File: src/rtl/flash_stream_reader.sv
// Wishbone master that fetches flash bytes through a two-register slave
// (address register + byte data register) and streams little-endian 32-bit words.
module flash_stream_reader #(
  parameter logic [31:0] SLAVE_BASE = 32'h0000_0000,
  parameter int          TIMEOUT    = 1024
) (
  input  logic        clk_bus,
  input  logic        rst_bus,
  input  logic        cmd_valid,
  output logic        cmd_ready,
  input  logic [22:0] cmd_addr,
  input  logic [15:0] cmd_len,
  output logic        out_valid,
  input  logic        out_ready,
  output logic [31:0] out_data,
  output logic        done,
  output logic        error,
  output logic [31:0] m_adr_o,
  output logic [31:0] m_dat_o,
  input  logic [31:0] m_dat_i,
  output logic        m_cyc_o,
  output logic        m_stb_o,
  output logic        m_we_o,
  output logic [3:0]  m_sel_o,
  input  logic        m_ack_i,
  input  logic        m_err_i,
  input  logic        m_rty_i,
  input  logic        m_stall_i
);

  localparam logic [31:0] ADR_REG  = SLAVE_BASE | 32'h1;
  localparam logic [31:0] DAT_REG  = SLAVE_BASE;
  localparam int          TMO_LAST = TIMEOUT - 1;

  typedef enum logic [2:0] {
    IDLE, ADR_REQ, ADR_WAIT, DAT_REQ, DAT_WAIT, EMIT, FINISH
  } state_t;

  state_t      state;
  logic [22:0] byte_addr;
  logic [22:0] next_addr;
  logic [15:0] words_left;
  logic [1:0]  byte_idx;
  logic [23:0] lanes;
  logic [31:0] tmo_cnt;
  logic        is_req;
  logic        is_adr;
  logic        resp_valid;
  logic        resp_ok;
  logic        resp_fail;
  logic        req_taken;
  logic        tmo_hit;
  logic        unused_dat;

  assign m_sel_o    = 4'b1111;
  assign unused_dat = ^m_dat_i[31:8];
  assign next_addr  = byte_addr + 23'd1;

  // A response only counts in a request state once the strobe is accepted;
  // ack together with err/rty is treated as a failure.
  always_comb begin
    is_req     = (state == ADR_REQ) || (state == DAT_REQ);
    is_adr     = (state == ADR_REQ) || (state == ADR_WAIT);
    resp_valid = is_req ? !m_stall_i : 1'b1;
    resp_fail  = resp_valid && (m_err_i || m_rty_i);
    resp_ok    = resp_valid && m_ack_i && !(m_err_i || m_rty_i);
    req_taken  = is_req && !m_stall_i;
    tmo_hit    = (tmo_cnt == 32'(TMO_LAST));
  end

  always_ff @(posedge clk_bus) begin
    if (!rst_bus) begin
      state     <= IDLE;
      cmd_ready <= 1'b1;
      out_valid <= 1'b0;
      out_data  <= '0;
      done      <= 1'b0;
      error     <= 1'b0;
      m_cyc_o   <= 1'b0;
      m_stb_o   <= 1'b0;
      m_we_o    <= 1'b0;
      tmo_cnt   <= '0;
    end else begin
      done <= 1'b0;
      case (state)
        IDLE: begin
          if (cmd_valid && cmd_ready) begin
            byte_addr  <= cmd_addr;
            words_left <= cmd_len;
            byte_idx   <= 2'd0;
            error      <= 1'b0;
            cmd_ready  <= 1'b0;
            tmo_cnt    <= '0;
            if (cmd_len == 16'd0) begin
              state <= FINISH;
            end else begin
              state   <= ADR_REQ;
              m_cyc_o <= 1'b1;
              m_stb_o <= 1'b1;
              m_we_o  <= 1'b1;
              m_adr_o <= ADR_REG;
              m_dat_o <= {9'b0, cmd_addr};
            end
          end
        end

        ADR_REQ, ADR_WAIT, DAT_REQ, DAT_WAIT: begin
          tmo_cnt <= tmo_cnt + 32'd1;
          if (resp_fail || (tmo_hit && !resp_ok)) begin
            error   <= 1'b1;
            m_cyc_o <= 1'b0;
            m_stb_o <= 1'b0;
            m_we_o  <= 1'b0;
            tmo_cnt <= '0;
            state   <= FINISH;
          end else if (resp_ok && is_adr) begin
            tmo_cnt <= '0;
            state   <= DAT_REQ;
            m_stb_o <= 1'b1;
            m_we_o  <= 1'b0;
            m_adr_o <= DAT_REG;
          end else if (resp_ok) begin
            tmo_cnt   <= '0;
            byte_addr <= next_addr;
            byte_idx  <= byte_idx + 2'd1;
            if (byte_idx == 2'd3) begin
              state     <= EMIT;
              m_cyc_o   <= 1'b0;
              m_stb_o   <= 1'b0;
              m_we_o    <= 1'b0;
              out_valid <= 1'b1;
              out_data  <= {m_dat_i[7:0], lanes};
            end else begin
              case (byte_idx)
                2'd0:    lanes[7:0]   <= m_dat_i[7:0];
                2'd1:    lanes[15:8]  <= m_dat_i[7:0];
                default: lanes[23:16] <= m_dat_i[7:0];
              endcase
              state   <= ADR_REQ;
              m_stb_o <= 1'b1;
              m_we_o  <= 1'b1;
              m_adr_o <= ADR_REG;
              m_dat_o <= {9'b0, next_addr};
            end
          end else if (req_taken) begin
            tmo_cnt <= '0;
            m_stb_o <= 1'b0;
            if (state == ADR_REQ) state <= ADR_WAIT;
            else                  state <= DAT_WAIT;
          end
        end

        EMIT: begin
          if (out_ready) begin
            out_valid  <= 1'b0;
            words_left <= words_left - 16'd1;
            if (words_left == 16'd1) begin
              state <= FINISH;
            end else begin
              state   <= ADR_REQ;
              tmo_cnt <= '0;
              m_cyc_o <= 1'b1;
              m_stb_o <= 1'b1;
              m_we_o  <= 1'b1;
              m_adr_o <= ADR_REG;
              m_dat_o <= {9'b0, byte_addr};
            end
          end
        end

        FINISH: begin
          done      <= 1'b1;
          cmd_ready <= 1'b1;
          state     <= IDLE;
        end

        default: state <= IDLE;
      endcase
    end
  end

endmodule
File: config.mk
export PLATFORM = sky130hd
export DESIGN_NAME = flash_stream_reader
export DESIGN_NICKNAME = d
export VERILOG_FILES = /design/src/rtl/flash_stream_reader.sv
export SDC_FILE = /design/constraint.sdc
export NUM_CORES = 1
export LEC_CHECK = 0
export ABC_AREA = 1
export CORE_ASPECT_RATIO = 1.4
export CORE_MARGIN = 1.5
export CORE_UTILIZATION = 40
export DETAILED_ROUTE_END_ITERATION = 16
export GPL_TIMING_DRIVEN = 0
export HOLD_SLACK_MARGIN = 0.12
export PLACE_DENSITY = 0.74
export SLEW_MARGIN = 10
export SYNTH_ARGS = -nofsm -noshare
export SYNTH_HDL_FRONTEND = slang
export SYNTH_SLANG_ARGS = --single-unit
File: constraint.sdc
create_clock -name clk_bus -period 10.4 [get_ports clk_bus]
set_input_delay 2.6 -clock clk_bus [delete_from_list [all_inputs] [get_ports clk_bus]]
set_output_delay 2.6 -clock clk_bus [all_outputs]
set_load 0.005 [all_outputs]
==> run summary, run 1 <==
For the final-report hold violation count, the log shows 0. The tools report the root cell of the clock tree as sky130_fd_sc_hd__clkbuf_16. The first routing iteration left 409 violations.

The number of enable flip-flop cells after synthesis was 89; the DRC violation count after routing was 0. The tools report the total area of multi-input combinational cells as 3570 um^2. The initial antenna violation count is 0, and the via density per instance is 4.94. After global routing the overflow that remains totals 0.

Count of TritonRoute iterations in the first routing pass: 5. Post-synthesis async set-or-reset flop share: 0. Leaving out fill and tap cells, the most frequent cell in the layout is sky130_fd_sc_hd__nand2_1.

STA puts the critical path data arrival time at 5170 ps. In this run the deepest clock path goes through 2 buffers. Timing analysis after detailed placement gives a worst setup slack of 4850 ps. The relative contribution of the clock network to total power came out at 0.242. After filler insertion, the fill cell instance count of the layout stands at 1928. Including well taps, the total number of placed cells is 1441. The number of buffers created by CTS is 17.

The share of post-route cells with drive strength above 1 is 0.118. Post-CTS timing repair inserted 0 buffers for setup. STA classifies the critical path startpoint as an input pin.

Biggest fanout along the worst timing path: 8. The aggregate global-route resource usage is 0.191, and the number of instances in the synthesized netlist is 1023. The worst path meets setup with 5280 ps of slack.

The number of violations of the max-capacitance limit came out at 0. The number of hold buffers added after CTS was 0; the total routed wirelength was 20.9 mm. The finished cells cover 10700 um^2.

In this run, synthesis produced a sequential element count of 163. Counting distinct cell types in the post-synthesis netlist gives 49. The logs give 7.62 ps for the clock skew and 4.25 nW for the leakage power figure. At the pin with the least slew margin, the transition time is 1180 ps. VDD sags by at most 0.000159 V.

The starting density of the core came out at 0.409. The run gives 0 as the setup-violating endpoint count in the final report. Switching share of power: 0.375. In this run the critical register-to-register path is launched from tmo_cnt[0]$_SDFFE_PN0P_.

The logs give 0 for the yosys synthesis warning count and 8400 um^2 for the combined area of all synthesized cells. Detailed routing inserted a total of 7279 vias. Entering global routing, the biggest net connects 24 pins.

The path with the worst hold slack has its endpoint at error$_SDFFE_PN0P_. The half-perimeter wire length of the detailed placement result is 15.8 mm. For the number of sinks driven by the clock tree, the log shows 163. STA classifies the critical path endpoint as a flip-flop. Number of port buffers: 116.

Clock-pin slew was measured on the worst setup and hold paths at 70 ps. The share of the cycle needed by the critical path after routing works out to 0.492. Among all flip-flop cells after synthesis, the most frequent one is sky130_fd_sc_hd__edfxtp_1.

The die covers 21900 um^2. The H-tree was split into 4 levels. Power spread over the standard cell area amounts to 240 nW/um^2. The tools report the fmax as 195 MHz. By startpoint and endpoint, the worst setup path is classified as input pin to flip-flop. The count of nets left with antenna violations once routing finished came out at 0. The flop-to-flop setup slack is 7410 ps. Excluding fillers, the count of instances in the completed layout stands at 1473.

The area overhead of the layout relative to synthesis was 27.1%; the area occupied by registers was 4150 um^2. Floorplan die width: 125 um. For the worst-skew pair, the clock arrives at the later sink with an insertion delay of 440 ps. The sequential share of power is 0.387.

In the layout the commonest cells are sky130_fd_sc_hd__nand2_1, sky130_fd_sc_hd__nor2_1, sky130_fd_sc_hd__clkdlybuf4s50_1, sky130_fd_sc_hd__edfxtp_1, sky130_fd_sc_hd__inv_1. The endpoint identified for the worst register-to-register timing path is lanes[8]$_DFFE_PP_. The routability congestion estimate is 0.907, and the total number of nets in the final design is 1291.

The number of gates resized after CTS was 0. In the final routed layout, each cell accounts on average for 14.2 um. The placeable core region was 20600 um^2; the number of top-level design ports was 186. The path class of the tightest hold or removal check is flip-flop to flip-flop.

For the worst-case headroom to the max-slew limit, the log shows 0.209. The worst register-to-register path has a depth of 10. The worst hold path was traced through 2 stages. The cell-internal power came out at 1.60 mW.

The combinational group share of total power was 0.371. The launch instance of the worst min-delay path is error$_SDFFE_PN0P_. Data on the critical path is required at its endpoint by 10450 ps. In this run the power spent charging and discharging nets is 961 uW. The run finished with clean final reports. The total placed instance area is 10100 um^2, and the total power is 2.57 mW. The tools report the antenna diode count as 0. For the row count, the log shows 62. The global-route wire length before repair is 33.5 mm, and the count of final max-slew check failures is 0.

In the final timing run, aggregate negative setup slack is 0 ps. TritonCTS built the clock tree. The worst path in the final design needs a cycle of 5120 ps, including I/O delays and setup.

In this run the mean area of a mapped cell was 8.21 um^2. Setup repair after global routing left no endpoint under its margin. The sequential fraction of the synthesis area is 0.494, and the vertical die dimension is 174 um. The run gives 6968 as the number of global-route vias before repair.
[state kept, by name, summed over array words and instances (netlist names)]
| name | flops |
|---|---|
| m_stb_o | 1 |
| byte_addr | 23 |
| m_we_o | 1 |
| byte_idx | 2 |
| m_adr_o | 1 |
| cmd_ready | 1 |
| lanes | 24 |
| state | 3 |
| m_cyc_o | 1 |
| tmo_cnt | 32 |
| done | 1 |
| out_data | 32 |
| m_dat_o | 23 |
| error | 1 |
| out_valid | 1 |
| words_left | 16 |
[worst max path at each step]
stage | slack (ps) | start | end | depth (start not counted)
6_report | 5280 | m_rty_i | lanes[8]$_DFFE_PP_ | 6
2_1_floorplan | 4440 | m_rty_i | byte_addr[0]$_DFFE_PP_ | 5
3_3_place_gp | 2500 | m_ack_i | byte_addr[12]$_DFFE_PP_ | 5
5_1_grt | 5100 | m_rty_i | lanes[15]$_DFFE_PP_ | 6
3_5_place_dp | 4850 | m_rty_i | lanes[11]$_DFFE_PP_ | 6
4_1_cts | 5310 | m_rty_i | lanes[8]$_DFFE_PP_ | 6
[per-stage QoR]
stage	util	hold WS, ps
3_3_place_gp	0.488	463
5_1_grt	0.519	509
3_5_place_dp	0.491	469
4_1_cts	0.519	480
6_report	0.519	476
2_1_floorplan	-	456
[synth_stat cells, types with 4 or more instances]
library cell	number	area, um^2
sky130_fd_sc_hd__a21o_1	4	30.0
sky130_fd_sc_hd__a21oi_1	25	125
sky130_fd_sc_hd__a22oi_1	5	37.5
sky130_fd_sc_hd__buf_2	12	60.1
sky130_fd_sc_hd__buf_4	48	360
sky130_fd_sc_hd__clkbuf_1	11	41.3
sky130_fd_sc_hd__dfxtp_1	74	1480
sky130_fd_sc_hd__edfxtp_1	89	2670
sky130_fd_sc_hd__ha_1	8	100
sky130_fd_sc_hd__inv_1	83	312
sky130_fd_sc_hd__inv_2	11	41.3
sky130_fd_sc_hd__nand2_1	190	713
sky130_fd_sc_hd__nand2_2	7	43.8
sky130_fd_sc_hd__nand3_1	61	305
sky130_fd_sc_hd__nand4_1	17	106
sky130_fd_sc_hd__nor2_1	189	709
sky130_fd_sc_hd__nor2_4	4	45.0
sky130_fd_sc_hd__nor3_1	21	105
sky130_fd_sc_hd__nor3b_1	6	45.0
sky130_fd_sc_hd__nor4_1	7	43.8
sky130_fd_sc_hd__o211ai_1	6	45.0
sky130_fd_sc_hd__o21ai_0	73	365
sky130_fd_sc_hd__o221ai_1	11	96.3
sky130_fd_sc_hd__or2_2	5	31.3
sky130_fd_sc_hd__xnor2_1	5	43.8
sky130_fd_sc_hd__xor2_1	15	131
[metal layers]
layer	GRT usage	share of wire
met5	0	0
met4	0.0805	0.030
met3	0.0332	0.057
met2	0.346	0.50
met1	0.220	0.41
[cell type report]
cell class                      count  share of cell area
Inverter                           96              0.0340
Tap cell                          256              0.0300
Buffer                             74              0.0464
Clock inverter                     15              0.0151
Clock buffer                       17              0.0398
Timing Repair Buffer              120               0.111
Multi-Input combinational cell    732               0.334
Sequential cell                   163               0.389
[worst max-delay path, cell delays in order]
cell	delay, ps
sky130_fd_sc_hd__clkdlybuf4s50_1	420
sky130_fd_sc_hd__o21ai_0	600
sky130_fd_sc_hd__nand2_1	290
sky130_fd_sc_hd__nor3_2	210
sky130_fd_sc_hd__nand2_1	100
sky130_fd_sc_hd__nor3b_1	950
[power by group through the flow]
stage          registers [mW]  logic [mW]  clock network [mW]
5_1_grt                  1.01        1.06               0.654
6_report                0.992       0.952               0.621
3_3_place_gp             1.01       0.916                   0
3_5_place_dp             1.00       0.948                   0
4_1_cts                 0.992       0.955               0.631
2_1_floorplan           0.990       0.570                   0
[kinds of logic after synthesis]
group,after synthesis,synth area share
other,2,0.000894
adders and majority gates,8,0.0119
AOI/OAI and AO/OA,137,0.0949
buffers and inverters,170,0.102
xor gates and xnor gates,20,0.0209
and+or+nand+nor,523,0.275
DFF,163,0.494
(Power assumes the default switching activity.)
==> inputs of run 2 (changes only) <==
==> constraint.sdc (replaced) <==
create_clock -name clk_bus -period 4.8 [get_ports clk_bus]
set_input_delay 1.2 -clock clk_bus [delete_from_list [all_inputs] [get_ports clk_bus]]
set_output_delay 1.2 -clock clk_bus [all_outputs]
set_load 0.005 [all_outputs]
==> results of run 2 <==
The final DEF is identical to that of run 1. Status: complete, no violations.
Main changes from that run: setup slack after placement 4850 ps -> 649 ps; setup slack after layout 5280 ps -> 1080 ps; register-to-register setup slack 7410 ps -> 1810 ps; total power 2.57 mW -> 5.56 mW; worst IR drop on VDD 0.000159 V -> 0.000344 V
==> inputs of run 3 (changes only) <==
==> constraint.sdc (replaced) <==
create_clock -name clk_bus -period 3.6 [get_ports clk_bus]
set_input_delay 0.9 -clock clk_bus [delete_from_list [all_inputs] [get_ports clk_bus]]
set_output_delay 0.9 -clock clk_bus [all_outputs]
set_load 0.005 [all_outputs]
==> run 3 against run 2 <==
Final cell count is 0.14% lower. Clock skew increased by 3.8 ps. Worst hold slack lost 4.2 ps. Total power grew 35%. Flip-flop and latch count is the same. Non-clock buffer count decreased by 2. Utilization rose by 0.29 points. Die area stayed put. Count of clock-buffer cells in the layout unchanged. Sequential share of layout area fell by 0.21 points. Via count decreased by 0.80%. Clock power rose by 40%. Critical path type unchanged. Critical endpoint is now lanes[12]$_DFFE_PP_.
==> run summary, run 3 (synthesis gave the netlist of run 1 again) <==
The routability congestion estimate came out at 0.896 (was 0.907). The run gives 0 (unchanged) as the number of violations of the max-capacitance limit. Total number of vias: 7221 (was 7279). Worst ir drop on vdd: 0.000401 V (was 0.000344 V). The clock skew was 11.4 ps (was 7.62 ps).

For the detailed router's first-iteration violation count, the log shows 424 (was 409). Number of inserted filler cells in the final layout: 1899 (was 1928). Share of post-route cells with drive strength above 1: 0.118 (about the same). TritonCTS built the clock tree. Global-route wire length before repair: 33.8 mm (was 33.5 mm). The total grt overflow came out at 0 (unchanged). The arrival time at the worst endpoint is 3200 ps (was 3770 ps), and the half-perimeter wire length of the detailed placement result is 15.9 mm (was 15.8 mm). The total routed wirelength was 21.0 mm (was 20.9 mm); the final critical delay including setup and external delays was 3120 ps.

The vertical die dimension came out at 174 um (unchanged). The tools report the setup fix buffers added after clock tree synthesis as 0 (unchanged). The root cell of the clock tree was sky130_fd_sc_hd__clkbuf_16 (unchanged). For the number of global-route vias before repair, the log shows 7037 (was 6968).

Row count: 62 (unchanged). For the post-cts resize count, the log shows 0 (unchanged). The run gives 0 (unchanged) as the setup-violating endpoint count in the final report.

For the count of final max-slew check failures, the log shows 0 (unchanged). The area overhead of the layout relative to synthesis was 27.8% (was 27.1%). The run gives 0 (unchanged) as the number of hold buffers added after CTS.

The via density per instance was 4.91 (was 4.94). Remaining antenna violation count: 0 (unchanged). The number of buffers created by CTS is 17 (unchanged), and the number of port buffers is 116 (unchanged).

Setup repair after global routing left no endpoint under its margin. For the aggregate global-route resource usage, the log shows 0.192 (was 0.191). The total number of nets in the final design was 1289 (was 1291).

The total power was 7.52 mW (was 5.56 mW). Type of the most critical hold path: flip-flop to flip-flop (unchanged). The tools report the starting density of the core as 0.409 (unchanged). The logs give 163 (unchanged) for the number of sinks driven by the clock tree and 4 (unchanged) for the deepest level of the CTS H-tree. Largest registers in the final layout: out_data: 32 flops, tmo_cnt: 32 flops, lanes: 24 flops (unchanged).

Transition time of the tightest slew-check pin: 1120 ps (was 1180 ps). Commonest cells after routing, fill and taps aside: sky130_fd_sc_hd__nand2_1, sky130_fd_sc_hd__nor2_1, sky130_fd_sc_hd__clkdlybuf4s50_1, sky130_fd_sc_hd__edfxtp_1, sky130_fd_sc_hd__inv_1 (unchanged). The tools report the antenna diode count as 0 (unchanged). The run finished with clean final reports. The share of the cycle needed by the critical path after routing works out to 0.867. The final-report hold violation count was 0 (unchanged); the per-cell routed wire length was 14.3 um (was 14.2 um).

The leakage power figure is 4.26 nW (was 4.25 nW). Sort of element at the end of the critical path: a flip-flop (unchanged). The logs give 0.256 (was 0.209) for the worst-case headroom to the max-slew limit and 20600 um^2 (unchanged) for the placeable core region. The run gives 0 (unchanged) as the initial antenna violation count.

Category of the critical setup timing path: input pin to flip-flop (unchanged). For the maximum number of buffers from clock root to sink, the log shows 2 (unchanged). The run gives 24 (unchanged) as the largest net degree at the start of global routing.

The total negative slack is 0 ps (unchanged), and the total power per unit cell area is 701 nW/um^2 (was 520 nW/um^2). The run gives 21900 um^2 (unchanged) as the die area. The worst setup timing slack at the placement stage is -438 ps (was 649 ps). The nature of the critical path startpoint was an input pin (unchanged). Required time reported for the critical path endpoint: 3680 ps (was 4850 ps). The commonest non-fill, non-tap cell in the layout is sky130_fd_sc_hd__nand2_1 (unchanged). The floorplan die width is 125 um (unchanged).

The tools report the count of TritonRoute iterations in the first routing pass as 5 (unchanged). The number of top-level design ports was 186 (unchanged); the clock transition at the register clock pins on the worst setup and hold paths after CTS was 70 ps (about the same). The DRC violation count after routing was 0 (unchanged); the worst setup slack after layout was 477 ps (was 1080 ps).

The clock latency reported for the late side of the worst-skew pair is 440 ps (about the same). Static timing analysis puts the maximum clock frequency at 320 MHz. The biggest fanout along the worst timing path is 8 (unchanged).
-- run 3: layout make-up --
cell class	count	area, um^2	share of cell area
inverter	96	363	0.0338
tap	256	320	0.0298
buffer	74	495	0.0461
multi-input combinational	732	3590	0.334
sequential	163	4150	0.387
clock inverter	15	203	0.0189
clock buffer	17	425	0.0396
timing repair buffer	118	1190	0.111
-- run 3: final timing paths --
kind                              start                     to  slack (ps)  cells after the start
setup / recovery                m_rty_i    lanes[12]$_DFFE_PP_         480                      6
hold / removal       error$_SDFFE_PN0P_     error$_SDFFE_PN0P_         470                      2
setup reg to reg  state[0]$_SDFFE_PN0P_  m_dat_o[20]$_DFFE_PP_         920                      9
hold reg to reg      error$_SDFFE_PN0P_     error$_SDFFE_PN0P_         470                      2
-- run 3: stage by stage --
| step | hold slack, ps | std cells | utilization | instance area, um^2 |
|---|---|---|---|---|
| 3_3_place_gp | 458 | 1437 | 0.489 | 10000 |
| 6_report | 472 | 1471 | 0.522 | 10700 |
| 4_1_cts | 475 | 1471 | 0.522 | 10700 |
| 5_1_grt | 511 | 1471 | 0.522 | 10700 |
| 2_1_floorplan | 456 | 1065 | - | 8560 |
| 3_5_place_dp | 464 | 1439 | 0.491 | 10100 |
-- run 3: worst max-delay path: stages --
cell and delay [ps]:
sky130_fd_sc_hd__clkdlybuf4s50_1 440, sky130_fd_sc_hd__o21ai_0 660, sky130_fd_sc_hd__nand2_1 260, sky130_fd_sc_hd__nor3_2 210, sky130_fd_sc_hd__nand2_1 120, sky130_fd_sc_hd__nor3b_2 600
-- run 3: power by group --
group | switching [mW] | total, mW | internal [mW]
logic | 1.65 | 2.77 | 1.12
registers | 0.274 | 2.86 | 2.58
clock network | 0.883 | 1.89 | 1.01
-- run 3: layer usage --
layer | up-vias | GRT usage | part of all wire
met1 | 3312 | 0.214 | 0.41
met5 | - | 0 | 0
met2 | 184 | 0.349 | 0.52
met4 | 0 | 0.0928 | 0.034
li1 | 3677 | - | -
met3 | 48 | 0.0363 | 0.041
